`config.mk`:
```
export PLATFORM = sky130hd
export DESIGN_NAME = mu_log2_arbiter
export DESIGN_NICKNAME = d
export VERILOG_FILES = /design/src/rtl/mu_log2_arbiter.sv
export SDC_FILE = /design/constraint.sdc
export NUM_CORES = 1
export LEC_CHECK = 0
export ABC_AREA = 1
export BUFFER_PORTS_ARGS = -buffer_cell sky130_fd_sc_hd__buf_4
export CORE_MARGIN = 8
export CORE_UTILIZATION = 54
export CTS_BUF_LIST = sky130_fd_sc_hd__clkbuf_8 sky130_fd_sc_hd__clkbuf_16
export DETAILED_ROUTE_END_ITERATION = 8
export PLACE_DENSITY = 0.8
export SETUP_SLACK_MARGIN = 0.15
export SYNTH_ARGS = -nofsm -noshare
export SYNTH_HDL_FRONTEND = slang
export SYNTH_SLANG_ARGS = --single-unit
```
`constraint.sdc`:
```
create_clock -name clk -period 2.7 [get_ports clk]
set_input_delay 0.27 -clock clk [delete_from_list [all_inputs] [get_ports clk]]
set_output_delay 0.27 -clock clk [all_outputs]
set_load 0.01 [all_outputs]
```
`src/rtl/mu_log2_arbiter.sv`:
```
// Round-robin arbiter that shares one ceil-log2 cost unit among NREQ requesters
// and accumulates the returned costs. Build option: MU_ACC_SATURATE_EN (saturating accumulator).
//
// state   | meaning
// IDLE    | choose the next requester round-robin, grant and latch its operand
// COMPUTE | register the bit cost of the latched operand
// RESP    | hold the response until the consumer takes it, then accumulate
module mu_log2_arbiter #(
    parameter int NREQ  = 4,
    parameter int ACC_W = 32
) (
    input  logic                clk,
    input  logic                rst,
    input  logic [NREQ-1:0]     req_valid,
    input  logic [8*NREQ-1:0]   req_operand,
    output logic [NREQ-1:0]     req_ready,
    output logic                rsp_valid,
    input  logic                rsp_ready,
    output logic [2:0]          rsp_id,
    output logic [3:0]          rsp_cost,
    input  logic                acc_clear,
    output logic [ACC_W-1:0]    mu_total,
    output logic                mu_overflow,
    output logic                busy
);

    typedef enum logic [1:0] {
        IDLE    = 2'd0,
        COMPUTE = 2'd1,
        RESP    = 2'd2
    } state_t;

    state_t       state;
    logic [2:0]   rr_ptr;
    logic [7:0]   op_q;
    logic         found;
    logic [2:0]   sel;
    int           cand;
    logic [7:0]   op_sel;
    logic         hs;

    // Operands 0..2 cost one bit; above that the cost is the bit length of (x-1).
    function automatic logic [3:0] log2_cost(input logic [7:0] x);
        logic [7:0] m;
        logic [3:0] c;
        m = x - 8'd1;
        c = 4'd1;
        if (x > 8'd2) begin
            for (int i = 0; i < 8; i++) begin
                if (m[i]) c = 4'(i + 1);
            end
        end
        return c;
    endfunction

    always_comb begin
        found = 1'b0;
        sel   = '0;
        cand  = 0;
        for (int k = 0; k < NREQ; k++) begin
            cand = int'(rr_ptr) + k;
            if (cand >= NREQ) cand = cand - NREQ;
            if (!found && req_valid[cand]) begin
                found = 1'b1;
                sel   = 3'(cand);
            end
        end
    end

    assign op_sel    = req_operand[8*int'(sel) +: 8];
    assign req_ready = (state == IDLE && found && !rst) ? (NREQ'(1) << sel) : '0;
    assign hs        = (state == RESP) && rsp_ready;

    always_ff @(posedge clk) begin
        if (rst) begin
            state     <= IDLE;
            rr_ptr    <= '0;
            op_q      <= '0;
            rsp_id    <= '0;
            rsp_cost  <= '0;
            rsp_valid <= 1'b0;
            busy      <= 1'b0;
        end else begin
            case (state)
                IDLE: begin
                    if (found) begin
                        op_q   <= op_sel;
                        rsp_id <= sel;
                        busy   <= 1'b1;
                        state  <= COMPUTE;
                    end
                end
                COMPUTE: begin
                    rsp_cost  <= log2_cost(op_q);
                    rsp_valid <= 1'b1;
                    state     <= RESP;
                end
                RESP: begin
                    if (rsp_ready) begin
                        rsp_valid <= 1'b0;
                        busy      <= 1'b0;
                        rr_ptr    <= (rsp_id == 3'(NREQ - 1)) ? 3'd0 : rsp_id + 3'd1;
                        state     <= IDLE;
                    end
                end
                default: begin
                    state     <= IDLE;
                    rsp_valid <= 1'b0;
                    busy      <= 1'b0;
                end
            endcase
        end
    end

    // A clear coinciding with a handshake empties the accumulator before the add.
    logic [ACC_W-1:0] acc_base;
    logic             ovf_base;
    logic [ACC_W:0]   acc_sum;

    assign acc_base = acc_clear ? '0 : mu_total;
    assign ovf_base = acc_clear ? 1'b0 : mu_overflow;
    assign acc_sum  = {1'b0, acc_base} + {{(ACC_W - 3){1'b0}}, rsp_cost};

    always_ff @(posedge clk) begin
        if (rst) begin
            mu_total    <= '0;
            mu_overflow <= 1'b0;
        end else if (hs) begin
`ifdef MU_ACC_SATURATE_EN
            mu_total    <= acc_sum[ACC_W] ? '1 : acc_sum[ACC_W-1:0];
`else
            mu_total    <= acc_sum[ACC_W-1:0];
`endif
            mu_overflow <= ovf_base | acc_sum[ACC_W];
        end else if (acc_clear) begin
            mu_total    <= '0;
            mu_overflow <= 1'b0;
        end
    end

endmodule

```
==> impl_results.md <==
* Count of max-cap constraint violations at 0
* Final-report hold violation count at 0
* Antenna diodes at 0
* Max Clock Skew at roughly 9 ps
* Switch share at 37.1%
* Clock buffers created by TritonCTS at 5
* All-layer global routing usage at approximately 20%
* CTS H-tree lvls at 2
* Yosys warnings at 0
* Antenna violations before repair at 0
* Clock tree from TritonCTS: built
* Highest-count cells in the layout ignoring fill and taps: nand2_1 (167), buf_4 (104), inv_1 (63), nor2_1 (62), nand3_1 (54)
* Horiz. Die Dim at 98.3 µm
* Cell area after synthesis at between 3000 and 4000 µm²
* Setup-failing EPs final at 0
* Core footprint at 6680 µm²
* Number of distinct library cell variants in the gate-level netlist after synthesis at 43
* Crit path DAT at approximately 2200 ps
* Violation count after the first detailed-route iteration at about 220
* Number of fill cells in the layout at around 600
* DR pass1 iterations at 5
* Sequential power share at between 40% and 50%
* Relative slew margins at between 60% and 70%
* Total of buffers placed on input and output ports at between 80 and 90
* Power per cell area at about 480 nW/µm²
* CTS clock-pin slew for the worst setup and hold paths at 100 ps
* Worst-skew pair later-pin latency at 300 ps
* Area used by sequential logic in the layout at ~1100 µm²
* Fin Setup TNS at 0 ps
* Critical Path Fanout Max at 8
* Combinational share of power at between 30% and 40%
* Routability congestion estimate at about 0.93
* Count of mapped cells out of synthesis at a little under 600
* Final worst hold slack at 268 ps
* Net switching power of the design at approximately 0.83 mW
* Ports at 86
* Shortest period the worst path allows at 2490 ps
* Synth Register Bits at between 50 and 60
* Maximum clock frequency at ~400 MHz
* Min-delay worst type: in -> reg
* Detailed placement HPWL at about 7.8 mm
* Detailed-route via count at between 4000 and 5000
* Share of layout cells above drive strength 1 at between 20% and 30%
* Total design power at 2.24 mW
* Net count after synthesis at about 640
* DRT Wirelength at approximately 10 mm
* Die span in y at a little under 100 µm
* Number of buffers between clock root and the deepest sink at 2
* Synth-to-Final Area Change at 28.8%
* Initial Utilization at 54.7%
* Crit path required time at roughly 2400 ps
* Largest net degree at the start of global routing at 40
* Placement Rows at 30
* Floorplan die area at 9660 µm²
* Global-route wire length before repair at 17.0 mm
* Number of hold buffers added after cts at 0
* Net count, final at about 740
* Crit share post-route at 92.3%
* Int Pwr at about 1.4 mW
* Number of nets still failing antenna checks after routing at 0
* Worst Path Class, Setup: reg -> out
* Leakage power figure at between 2 and 2.5 nW
* Syn_area_per_cell at 6.19 µm²
* Routed via count divided by cell count at around 5.4
* Number of design rule violations left after detail routing at 0
* Routed WL per cell at around 14 µm
* RSZ-0062 raised after global routing: false
* Transition at the pin with the smallest max-transition slack at 531 ps
* Via count of the first global-routing pass at 3998
* Area used by multi-input combinational logic at between 2000 and 2500 µm²
* Congestion Overflow GR at 0
* Status: completed
* Most frequent standard cell in the layout excluding fill and tap cells: nand2_1
* Worst-case vdd ir drop at about 0.35 mV
* Part of the total power dissipated in the clock network at between 10% and 20%
* Final number of max-transition violations at 0
* Clock sink total at between 50 and 60
* Setup crit start kind: flop
* Buffer type at the clock tree root: clkbuf_8
* Portion of the post-synthesis area used by sequential elements at ~30%
* Type of element capturing the critical path: output port
final cells by class:
class	count	share of cell area (%)
Sequential cell	55	23.5
Tap cell	80	2.13
Multi-Input combinational cell	448	49.6
Timing Repair Buffer	105	16.8
Inverter	72	6.22
Clock buffer	5	1.46
Clock inverter	3	0.266
power groups by stage:
stage / registers [mW] / logic, mW / clock network (mW)
floorplan: 0.949 / 0.543 / 0
global placement: 0.950 / 0.733 / 0
detailed placement: 0.953 / 0.754 / 0
CTS: 0.934 / 0.781 / 0.447
global route: 0.943 / 0.956 / 0.479
finish: 0.935 / 0.865 / 0.438
worst paths after layout:
kind / start / endpoint / slack [ps] / depth (start not counted)
setup reg to reg: mu_total[0]$_SDFF_PP0_ / mu_total[28]$_SDFF_PP0_ / 370 / 13
hold / removal: rst / rsp_cost[3]$_SDFFE_PP0P_ / 270 / 2
setup / recovery: rr_ptr[0]$_SDFFE_PP0P_ / req_ready[2] / 210 / 11
hold reg to reg: busy$_SDFFE_PP0P_ / busy$_SDFFE_PP0P_ / 500 / 2
worst max-delay path, cell delays in order, from the launching register on:
cell and delay, ps:
dfxtp_4 420, inv_8 60, ha_4 330, nand3_4 100, nand2_4 90, inv_4 50
nor2_8 130, nand3_4 100, nand4_1 160, nand3_4 140, nor3_2 190, buf_4 150
cells in the mapped netlist, drive strengths merged:
cell type	n	share of area (%)
a21oi	42	5.9
clkbuf	8	0.82
nor4	2	0.34
xnor2	5	1.2
o21ai	30	4.2
a211oi	3	0.62
a21boi	1	0.31
o21a	1	0.21
clkinv	1	0.10
and3	2	0.34
or2	1	0.17
xor2	3	0.72
buf	8	1.5
nand3	63	9.3
or4	1	0.21
nand2	184	20
o21bai	1	0.21
o22ai	1	0.17
nand3b	1	0.21
ha	9	3.1
a31oi	1	0.17
dfxtp	55	30
inv	71	7.4
nor2	67	7.4
nor3	20	2.7
nor3b	1	0.21
fa	1	0.55
nand4	7	1.6
o211ai	1	0.21
logic make-up (layout without fill, tap and decap cells):
kind of cell / Yosys count / count (layout) / share of synthesized area, %
adders and majority gates: 10 / 10 / 3.63
DFF: 55 / 55 / 30.1
AOI/OAI and AO/OA: 81 / 81 / 11.9
and+or+nand+nor: 349 / 349 / 42.6
buffers and inverters: 88 / 185 / 9.75
xor gates and xnor gates: 8 / 8 / 1.92
what timing repair did:
item | in CTS | in global routing
hold endpoints to repair | 0 | 0
pin swaps | 1 | 10
endpoints found under the setup margin | 4 | 14
resized for setup | 10 | 33
buffers inserted | 2 | 11
through the flow:
step           setup WS, ps  util, %  area (µm²)  cells
6_report                209     70.5        4710    768
3_5_place_dp            110     65.3        4360    747
2_1_floorplan           304        -        3660    591
4_1_cts                 136     67.4        4500    757
3_3_place_gp            212     65.3        4360    747
5_1_grt                 125     70.5        4710    768
metal layers:
metal	track usage (%)	share of wire, %
met5	0	0
met4	6.02	1.2
met3	4.62	5.9
met2	38.0	52
met1	22.1	41
registers in the layout, indices dropped and copies added (netlist names):
name / flops
rr_ptr: 3
rsp_valid: 1
rsp_id: 3
op_q: 8
rsp_cost: 4
mu_total: 32
busy: 1
state: 2
mu_overflow: 1
(Power assumes the default switching activity.)
